`src/rtl/mer_pkg.sv`:
```
// mer_pkg: shared definitions for the MER estimator.
//   mer_state_t    - acquisition FSM encoding
//   sat_t          - result of a range check against a signed width
//   sat_check()    - classifies a value as in range / above / below a w-bit signed range
//   acc_abs_w()    - width of the magnitude accumulator for a given configuration
//   acc_err_w()    - width of the squared-error accumulator for a given configuration
//   ACC_ABS_W, ACC_ERR_W - accumulator widths for the default configuration
package mer_pkg;

    localparam int DATA_WIDTH_DEF = 18;
    localparam int LOG2_N_DEF     = 16;

    localparam int ACC_ABS_W = DATA_WIDTH_DEF + LOG2_N_DEF;
    localparam int ACC_ERR_W = 2 * DATA_WIDTH_DEF + LOG2_N_DEF;

    typedef enum logic [1:0] {
        IDLE    = 2'd0,
        ACQ_REF = 2'd1,
        ACQ_ERR = 2'd2,
        DONE    = 2'd3
    } mer_state_t;

    typedef enum logic [1:0] {
        SAT_NONE = 2'd0,
        SAT_HI   = 2'd1,
        SAT_LO   = 2'd2
    } sat_t;

    function automatic int acc_abs_w(input int dw, input int l2n);
        return dw + l2n;
    endfunction

    function automatic int acc_err_w(input int dw, input int l2n);
        return 2 * dw + l2n;
    endfunction

    // Returns a code rather than the clamped value so callers can pick their
    // own width-exact min/max constants without carrying a wide result.
    function automatic sat_t sat_check(input logic signed [63:0] x, input int w);
        logic signed [63:0] hi;
        logic signed [63:0] lo;
        hi = (64'sd1 <<< (w - 1)) - 64'sd1;
        lo = -(64'sd1 <<< (w - 1));
        if (x > hi) return SAT_HI;
        if (x < lo) return SAT_LO;
        return SAT_NONE;
    endfunction

endpackage

```
`src/rtl/ask4_slicer.sv`:
```
// ask4_slicer: combinational 4-ASK decision and slicer error.
//   in_reg  - registered signed decision variable
//   thr     - decision threshold between inner and outer levels (2a)
//   a_reg   - inner level magnitude a
//   a3_reg  - outer level magnitude 3a
//   err     - in_reg minus nearest level, saturated to DATA_WIDTH
module ask4_slicer
    import mer_pkg::*;
#(
    parameter int DATA_WIDTH = 18
) (
    input  logic signed [DATA_WIDTH-1:0] in_reg,
    input  logic        [DATA_WIDTH-1:0] thr,
    input  logic        [DATA_WIDTH-1:0] a_reg,
    input  logic        [DATA_WIDTH-1:0] a3_reg,
    output logic signed [DATA_WIDTH-1:0] err
);

    localparam logic signed [DATA_WIDTH-1:0] S_MAX = {1'b0, {(DATA_WIDTH-1){1'b1}}};
    localparam logic signed [DATA_WIDTH-1:0] S_MIN = {1'b1, {(DATA_WIDTH-1){1'b0}}};

    logic        [DATA_WIDTH-1:0] mag;
    logic        [DATA_WIDTH-1:0] lvl;
    logic signed [DATA_WIDTH:0]   ref_lvl;
    logic signed [DATA_WIDTH:0]   diff;

    always_comb begin
        if (in_reg == S_MIN) begin
            mag = S_MAX;
        end else if (in_reg[DATA_WIDTH-1]) begin
            mag = $unsigned(-in_reg);
        end else begin
            mag = $unsigned(in_reg);
        end

        lvl     = (mag >= thr) ? a3_reg : a_reg;
        // Zero maps to +a, so the reference always shares the input's sign and
        // the difference stays within DATA_WIDTH+1 bits.
        ref_lvl = in_reg[DATA_WIDTH-1] ? -$signed({1'b0, lvl}) : $signed({1'b0, lvl});
        diff    = $signed({in_reg[DATA_WIDTH-1], in_reg}) - ref_lvl;

        case (sat_check(64'(diff), DATA_WIDTH))
            SAT_HI:  err = S_MAX;
            SAT_LO:  err = S_MIN;
            default: err = $signed(diff[DATA_WIDTH-1:0]);
        endcase
    end

endmodule

```
`src/rtl/mer_estimator.sv`:
```
// mer_estimator: two-phase MER statistics for a 4-ASK decision stream.
//   clk        - system clock
//   reset      - asynchronous reset, active low
//   clk_en     - symbol enable, one symbol per asserted cycle
//   start      - single-cycle pulse, accepted in IDLE/DONE only
//   in_data    - signed decision variable (1s17)
//   busy       - high while acquiring
//   valid      - high in DONE, results stable
//   ref_level  - estimated level a (unsigned, 1s17 scaling)
//   err_power  - mean squared slicer error (unsigned, LSB 2^-34)
//
// state   | meaning
// --------+-------------------------------------------------------
// IDLE    | waiting for start, outputs from reset
// ACQ_REF | averaging |x| over N symbols to estimate 2a
// ACQ_ERR | averaging squared slicer error over N symbols
// DONE    | results published, valid high, waiting for start
module mer_estimator
    import mer_pkg::*;
#(
    parameter int DATA_WIDTH = 18,
    parameter int LOG2_N     = 16
) (
    input  logic                          clk,
    input  logic                          reset,
    input  logic                          clk_en,
    input  logic                          start,
    input  logic signed [DATA_WIDTH-1:0]  in_data,
    output logic                          busy,
    output logic                          valid,
    output logic        [DATA_WIDTH-1:0]  ref_level,
    output logic        [2*DATA_WIDTH-1:0] err_power
);

    localparam int ABS_W = acc_abs_w(DATA_WIDTH, LOG2_N);
    localparam int ERR_W = acc_err_w(DATA_WIDTH, LOG2_N);
    localparam int SQ_W  = 2 * DATA_WIDTH;

    localparam logic signed [DATA_WIDTH-1:0] S_MAX = {1'b0, {(DATA_WIDTH-1){1'b1}}};
    localparam logic signed [DATA_WIDTH-1:0] S_MIN = {1'b1, {(DATA_WIDTH-1){1'b0}}};
    localparam logic [LOG2_N-1:0] CNT_LAST = {LOG2_N{1'b1}};
    localparam logic [LOG2_N-1:0] CNT_ONE  = {{(LOG2_N-1){1'b0}}, 1'b1};

    mer_state_t                   state;
    logic signed [DATA_WIDTH-1:0] in_reg;
    logic        [LOG2_N-1:0]     cnt;
    logic        [ABS_W-1:0]      abs_acc;
    logic        [ERR_W-1:0]      err_acc;
    logic        [DATA_WIDTH-1:0] thr;
    logic        [DATA_WIDTH-1:0] a_reg;
    logic        [DATA_WIDTH-1:0] a3_reg;

    logic        [DATA_WIDTH-1:0] mag;
    logic        [ABS_W-1:0]      abs_sum;
    logic        [DATA_WIDTH-1:0] mean_next;
    logic        [DATA_WIDTH-1:0] a_next;
    logic        [DATA_WIDTH-1:0] a3_next;
    logic signed [DATA_WIDTH-1:0] err;
    logic        [DATA_WIDTH-1:0] err_abs;
    logic        [SQ_W-1:0]       sq;
    logic        [ERR_W-1:0]      err_sum;

    ask4_slicer #(
        .DATA_WIDTH (DATA_WIDTH)
    ) u_slicer (
        .in_reg (in_reg),
        .thr    (thr),
        .a_reg  (a_reg),
        .a3_reg (a3_reg),
        .err    (err)
    );

    always_comb begin
        if (in_reg == S_MIN) begin
            mag = S_MAX;
        end else if (in_reg[DATA_WIDTH-1]) begin
            mag = $unsigned(-in_reg);
        end else begin
            mag = $unsigned(in_reg);
        end

        abs_sum   = abs_acc + ABS_W'(mag);
        mean_next = DATA_WIDTH'(abs_sum >> LOG2_N);
        a_next    = mean_next >> 1;
        // a3 is built from the freshly computed mean, not the stale a_reg.
        a3_next   = a_next + mean_next;

        // |err| reaches 2^(DATA_WIDTH-1) at most, which still fits unsigned.
        err_abs   = err[DATA_WIDTH-1] ? $unsigned(-err) : $unsigned(err);
        sq        = SQ_W'(err_abs) * SQ_W'(err_abs);
        err_sum   = err_acc + ERR_W'(sq);
    end

    always_ff @(posedge clk or negedge reset) begin
        if (!reset) begin
            state     <= IDLE;
            in_reg    <= '0;
            cnt       <= '0;
            abs_acc   <= '0;
            err_acc   <= '0;
            thr       <= '0;
            a_reg     <= '0;
            a3_reg    <= '0;
            busy      <= 1'b0;
            valid     <= 1'b0;
            ref_level <= '0;
            err_power <= '0;
        end else begin
            if (clk_en) begin
                in_reg <= in_data;
            end

            case (state)
                IDLE, DONE: begin
                    if (start) begin
                        state   <= ACQ_REF;
                        abs_acc <= '0;
                        err_acc <= '0;
                        cnt     <= '0;
                        valid   <= 1'b0;
                        busy    <= 1'b1;
                    end
                end

                ACQ_REF: begin
                    if (clk_en) begin
                        abs_acc <= abs_sum;
                        if (cnt == CNT_LAST) begin
                            thr    <= mean_next;
                            a_reg  <= a_next;
                            a3_reg <= a3_next;
                            cnt    <= '0;
                            state  <= ACQ_ERR;
                        end else begin
                            cnt <= cnt + CNT_ONE;
                        end
                    end
                end

                ACQ_ERR: begin
                    if (clk_en) begin
                        err_acc <= err_sum;
                        if (cnt == CNT_LAST) begin
                            err_power <= SQ_W'(err_sum >> LOG2_N);
                            ref_level <= a_reg;
                            cnt       <= '0;
                            state     <= DONE;
                            valid     <= 1'b1;
                            busy      <= 1'b0;
                        end else begin
                            cnt <= cnt + CNT_ONE;
                        end
                    end
                end

                default: state <= IDLE;
            endcase
        end
    end

endmodule

```
`config.mk`:
```
export PLATFORM = sky130hd
export DESIGN_NAME = mer_estimator
export DESIGN_NICKNAME = d
export VERILOG_FILES = /design/src/rtl/mer_pkg.sv /design/src/rtl/ask4_slicer.sv /design/src/rtl/mer_estimator.sv
export SDC_FILE = /design/constraint.sdc
export NUM_CORES = 1
export LEC_CHECK = 0
export ABC_AREA = 0
export ABC_CLOCK_PERIOD_IN_PS = 25200
export CORE_UTILIZATION = 50
export CTS_BUF_LIST = sky130_fd_sc_hd__clkbuf_4 sky130_fd_sc_hd__clkbuf_8
export DETAILED_ROUTE_END_ITERATION = 10
export GPL_TIMING_DRIVEN = 0
export HOLD_SLACK_MARGIN = 0.08
export PLACE_DENSITY = 0.67
export RECOVER_POWER = 25
export SYNTH_ARGS = -nofsm -noshare
export SYNTH_HDL_FRONTEND = slang
export SYNTH_SLANG_ARGS = --single-unit
export TNS_END_PERCENT = 1
```
`constraint.sdc`:
```
create_clock -name clk -period 25.2 [get_ports clk]
set_input_delay 5.04 -clock clk [delete_from_list [all_inputs] [get_ports clk]]
set_output_delay 5.04 -clock clk [all_outputs]
set_load 0.005 [all_outputs]
```
==> results.cfg, run 1 <==
[final_layout]
reg_top3 = err_acc x52, err_power x36, abs_acc x34
fillers = 4294
final_cell_mix = 428 x inv_1, 298 x nand2_1, 250 x fa_1, 213 x dfrtp_1, 205 x nor2_1
final_nets = 3321
drive_above_1_share = 0.0720
regMostFlops = err_acc
largest_reg_flops = 52
area_growth_pct = 10.7
mostFrequentLayoutCell = inv_1
diodes = 0
seqCellArea_sq_mm = 0.00533
multi_input_area_sq_mm = 0.0166

[yosys]
avgSynthCellArea_sq_um = 8.82
synthTopCellsByArea = dfrtp_1 22%, fa_1 21%, ha_1 10%
synthCells = 2719
ys_warn_count = 0
synth_seq_area_share = 0.222
synth_cell_types = 97
synth_top_area_share = 0.222
synth_top_cell_by_area = dfrtp_1
async_reset_ff_frac = 1.00
ys_ff_latch = 213
synth_ff_type = dfrtp_1
synth_edf_count = 0
syn_area_sq_mm = 0.0240

[clock_tree]
clock_sinks = 213
postCtsSetupRepairBufs = 0
numCtsBuffers = 45
cts_tree = done
cts-root-buf = clkbuf_8
cts-htree-levels = 2
clk_pin_slew_ns = 0.06
clock_latency_ns = 0.64
cts_hold_buf = 0
clock_path_buffers = 3
ctsResizeCount = 0

[setup_path]
crit_path_start_kind = register
worstReg2RegStart = in_reg[4]$_DFFE_PN0P_
crit_top_cell = nand2_1
worst_ep_arrival_time_ns = 20.65
max_stage_delay_ns = 1.00
critPathMaxFanout = 10
end_kind = register
startpoint = in_reg[4]$_DFFE_PN0P_
required_ns = 25.68
critPathKind = register to register
slowest_stage = o311ai_1

[timing]
slew-limit-headroom = -2.91
finalCritPeriodShare = 0.800
finClkSkew_ns = 0.0383
setup_tns_ns = 0
setup_viol = 0
worst_pin_slew_ns = 5.86
fin_crit_ns = 20.17
drv_slew = 216
rsz0062_at_grt = false
fmax_mhz = 49.6
finalHoldViolations = 0

[global_routing]
grt_max_degree = 116
antenna_found_initial = 1
grt-ovfl-total = 0
first_global_vias = 20700
grt_first_pass_wirelength_microns = 111000
track_usage = 0.288

[floorplanning]
die_y_microns = 221
fp.coreArea_sq_mm = 0.0470
die_w_microns = 221
rows = 79
die-area_sq_mm = 0.0488
io-pin-count = 78
start_util = 0.511

[outcome]
run_status = finished with violations
violations = capacitance limit, slew limit

[route]
routed_wl_microns = 68800
antenna_left = 0
num_vias = 19800
drt_pre_antenna_iters = 6
wl_per_cell_microns = 19.7
viasPerCell = 5.67
route.detailed.drc = 0
drt_iter0_drc = 1380

[placement]
gp_congestion = 0.906
dp_hpwl_microns = 54200
portBuffers = 76

[hold_path]
hp-class = register to register
min-delay-start = ref_level[11]$_DFFE_PN0P_

[flow_run]
maxCapViolCount = 2
-- critical path, delay by kind of cell, from the launching register on --
kind | cells | cell delay (ns)
multiplexers | 2 | 0.38
XOR/XNOR | 3 | 0.56
buffers and inverters | 13 | 3.06
AND/OR/NAND/NOR | 20 | 4.97
AO/OA/AOI/OAI | 16 | 5.38
adder cells (fa/ha/maj) | 11 | 5.12
flip-flops | 1 | 0.47
-- routing by layer --
| layer | vias to the layer above | global-route usage | wire length [microns] |
|---|---|---|---|
| met5 | - | 0 | 0 |
| met4 | 0 | 0.108 | 2490 |
| met3 | 149 | 0.0444 | 4420 |
| met2 | 619 | 0.488 | 33000 |
| met1 | 9821 | 0.371 | 28900 |
| li1 | 9232 | - | - |
-- synthesized netlist by cell type, drive strengths merged (47+ instances only) --
library cell / number
xnor2: 81
nor2: 209
o21ai: 182
clkbuf: 63
a21oi: 127
fa: 250
xor2: 64
nand2: 300
dfrtp: 213
nand3: 47
ha: 195
inv: 433
-- path summary, 6_finish.rpt --
path,to,slack [ns],cells after the start
min in group asynchronous,abs_acc[7]$_DFFE_PN0P_,6.50,1
worst min-delay path,ref_level[11]$_DFFE_PN0P_,0.48,2
worst min register to register,ref_level[11]$_DFFE_PN0P_,0.48,2
worst max-delay path,err_power[22]$_DFFE_PN0P_,5.03,65
max in group asynchronous,err_acc[19]$_DFFE_PN0P_,10.95,2
worst max register to register,err_power[22]$_DFFE_PN0P_,5.03,65
-- cells by family after synthesis --
logic type | synth area share
adders and majority gates | 0.310
AOI/OAI and AO/OA | 0.153
muxes | 0.0288
and+or+nand+nor | 0.144
xor gates and xnor gates | 0.0536
DFF | 0.222
buffers and inverters | 0.0878
other | 0.000313
-- per-stage QoR --
| stage | setup slack, ns | utilization | instance area, sq um | hold slack (ns) | instances |
|---|---|---|---|---|---|
| after detailed placement | 5.42 | 0.545 | 25600 | 0.474 | 3414 |
| after global placement | 5.45 | 0.544 | 25500 | 0.470 | 3413 |
| after floorplan | 9.65 | - | 24000 | 0.450 | 2730 |
| after global routing | 4.19 | 0.566 | 26600 | 0.507 | 3495 |
| after CTS | 5.33 | 0.566 | 26600 | 0.486 | 3495 |
| final | 5.03 | 0.566 | 26600 | 0.485 | 3495 |
-- final cells by class --
class	count	share of cell area
sequential	213	0.201
clock inverter	15	0.00674
timing repair buffer	77	0.0286
inverter	435	0.0616
multi-input combinational	1982	0.625
clock buffer	66	0.0314
buffer	100	0.0177
tap	607	0.0286
Power of run 1 is not shown: default switching activity piles up to over one toggle a cycle in this logic, so the estimate is an artifact.
==> inputs of run 2 (changes only) <==
Settings changed: ABC_CLOCK_PERIOD_IN_PS 25200 to 17600, PLACE_DENSITY 0.67 to 0.7.
Clock period 25.2 ns to 17.6 ns, I/O delays scaled along.
==> run 2 against run 1 <==
  * The run still ends with capacitance limit, slew limit left
  * Register-to-register slack lost 4.4 ns
  * Final cell count about the same
  * Global-route usage fell by 0.96 points
  * Critical endpoint is now err_acc[40]$_DFFE_PN0P_
  * Highest routed layer is now met5
==> results.cfg, run 2 (synthesis gave the netlist of run 1 again) <==
[outcome]
run_status = finished with violations
violations = capacitance limit, slew limit

[clock_tree]
clock_sinks = 213
cts-root-buf = clkbuf_8
clk_pin_slew_ns = 0.06
cts_tree = done
clock_latency_ns = 0.61
clock_path_buffers = 3
cts-htree-levels = 2
numCtsBuffers = 41
cts_hold_buf = 0

[timing]
finClkSkew_ns = 0.0383
worst_pin_slew_ns = 5.44
finalCritPeriodShare = 0.966
finalHoldViolations = 0
fin_crit_ns = 16.99
fmax_mhz = 58.8
setup_tns_ns = 0
setup_viol = 0
slew-limit-headroom = -2.63
drv_slew = 142

[setup_path]
slowest_stage = or4_1
worst_ep_arrival_time_ns = 17.48
critPathKind = register to register
critPathMaxFanout = 10
end_kind = register
crit_path_start_kind = register
required_ns = 18.09
max_stage_delay_ns = 0.61

[global_routing]
grt_first_pass_wirelength_microns = 108000
grt_max_degree = 94
grt-ovfl-total = 0
first_global_vias = 20800
antenna_found_initial = 1
track_usage = 0.278

[hold_path]
hp-class = register to register

[final_layout]
mostFrequentLayoutCell = inv_1
final_cell_mix = 428 x inv_1, 297 x nand2_1, 250 x fa_1, 213 x dfrtp_1, 205 x nor2_1
diodes = 0
fillers = 4210
area_growth_pct = 11.8
final_nets = 3323
final_core_util = 0.571
layoutNonFillerInstCount = 3493
largest_reg_flops = 52
drive_above_1_share = 0.0807
regMostFlops = err_acc
reg_top3 = err_acc x52, err_power x36, abs_acc x34

[route]
drt_iter0_drc = 1728
wl_per_cell_microns = 19.0
antenna_left = 0
route.detailed.drc = 0
drt_pre_antenna_iters = 6
num_vias = 20000
routed_wl_microns = 66300
viasPerCell = 5.71

[floorplanning]
die-area_sq_mm = 0.0488
io-pin-count = 78
start_util = 0.511
fp.coreArea_sq_mm = 0.0470
die_w_microns = 221
die_y_microns = 221
rows = 79

[placement]
gp_congestion = 0.945
dp_hpwl_microns = 52700
portBuffers = 76
placed_cells = 3415

[flow_run]
maxCapViolCount = 2
-- run 2: cell types whose count changed in the layout (fill, tap and decap cells not counted), sizes merged --
cell,before,now
buf,37,42
bufinv,3,7
clkbuf,131,122
clkinv,9,11
clkinvlp,3,0
inv,435,434
-- run 2: stage by stage --
stage,area (sq um),setup WS (ns),hold WS (ns)
after floorplan,24000,2.05,0.450
after global placement,25500,-1.49,0.468
after detailed placement,25600,-1.68,0.470
after CTS,26700,0.0599,0.491
after global routing,26800,-0.0373,0.506
final,26800,0.606,0.485
-- run 2: worst max-delay path, delay by kind of cell (launching register included) --
| family | cells | cell delay, ns |
|---|---|---|
| xor+xnor | 2 | 0.28 |
| compound gates | 21 | 4.28 |
| simple gates | 17 | 4.88 |
| fa+ha+maj | 11 | 4.70 |
| buf+inv | 11 | 1.87 |
| mux | 2 | 0.39 |
| flops | 1 | 0.46 |
-- run 2: what timing repair did --
item,4_1_cts,5_1_grt
setup buffers,1,4
resized for setup,17,34
endpoints found under the setup margin,72,72
pin swaps,1,5
-- run 2: cell type report --
cell class	count	area (sq um)	share of cell area
Buffer	100	490	0.0183
Multi-Input combinational cell	1982	16700	0.625
Tap cell	607	759	0.0283
Clock inverter	17	283	0.0106
Sequential cell	213	5330	0.199
Inverter	435	1640	0.0611
Timing Repair Buffer	83	823	0.0307
Clock buffer	56	733	0.0274
-- run 2: routing by layer --
metal | part of all wire | vias to the layer above | global-route usage
met2 | 0.47 | 671 | 0.459
met4 | 0.038 | 2 | 0.102
met3 | 0.067 | 158 | 0.0432
li1 | - | 9268 | -
met5 | 0.00012 | - | 0
met1 | 0.43 | 9861 | 0.370
-- run 2: final timing paths --
kind                       cells past startpoint                      start  slack [ns]                        end
min in group asynchronous                      1                      reset        3.72     abs_acc[6]$_DFFE_PN0P_
hold / removal                                 2  err_power[31]$_DFFE_PN0P_        0.49  err_power[31]$_DFFE_PN0P_
hold reg to reg                                2  err_power[31]$_DFFE_PN0P_        0.49  err_power[31]$_DFFE_PN0P_
setup / recovery                              64      in_reg[4]$_DFFE_PN0P_        0.61    err_acc[40]$_DFFE_PN0P_
setup reg to reg                              64      in_reg[4]$_DFFE_PN0P_        0.61    err_acc[40]$_DFFE_PN0P_
max in group asynchronous                      2                      reset        7.65    err_acc[15]$_DFFE_PN0P_
Power of run 2 is left out for the same reason.
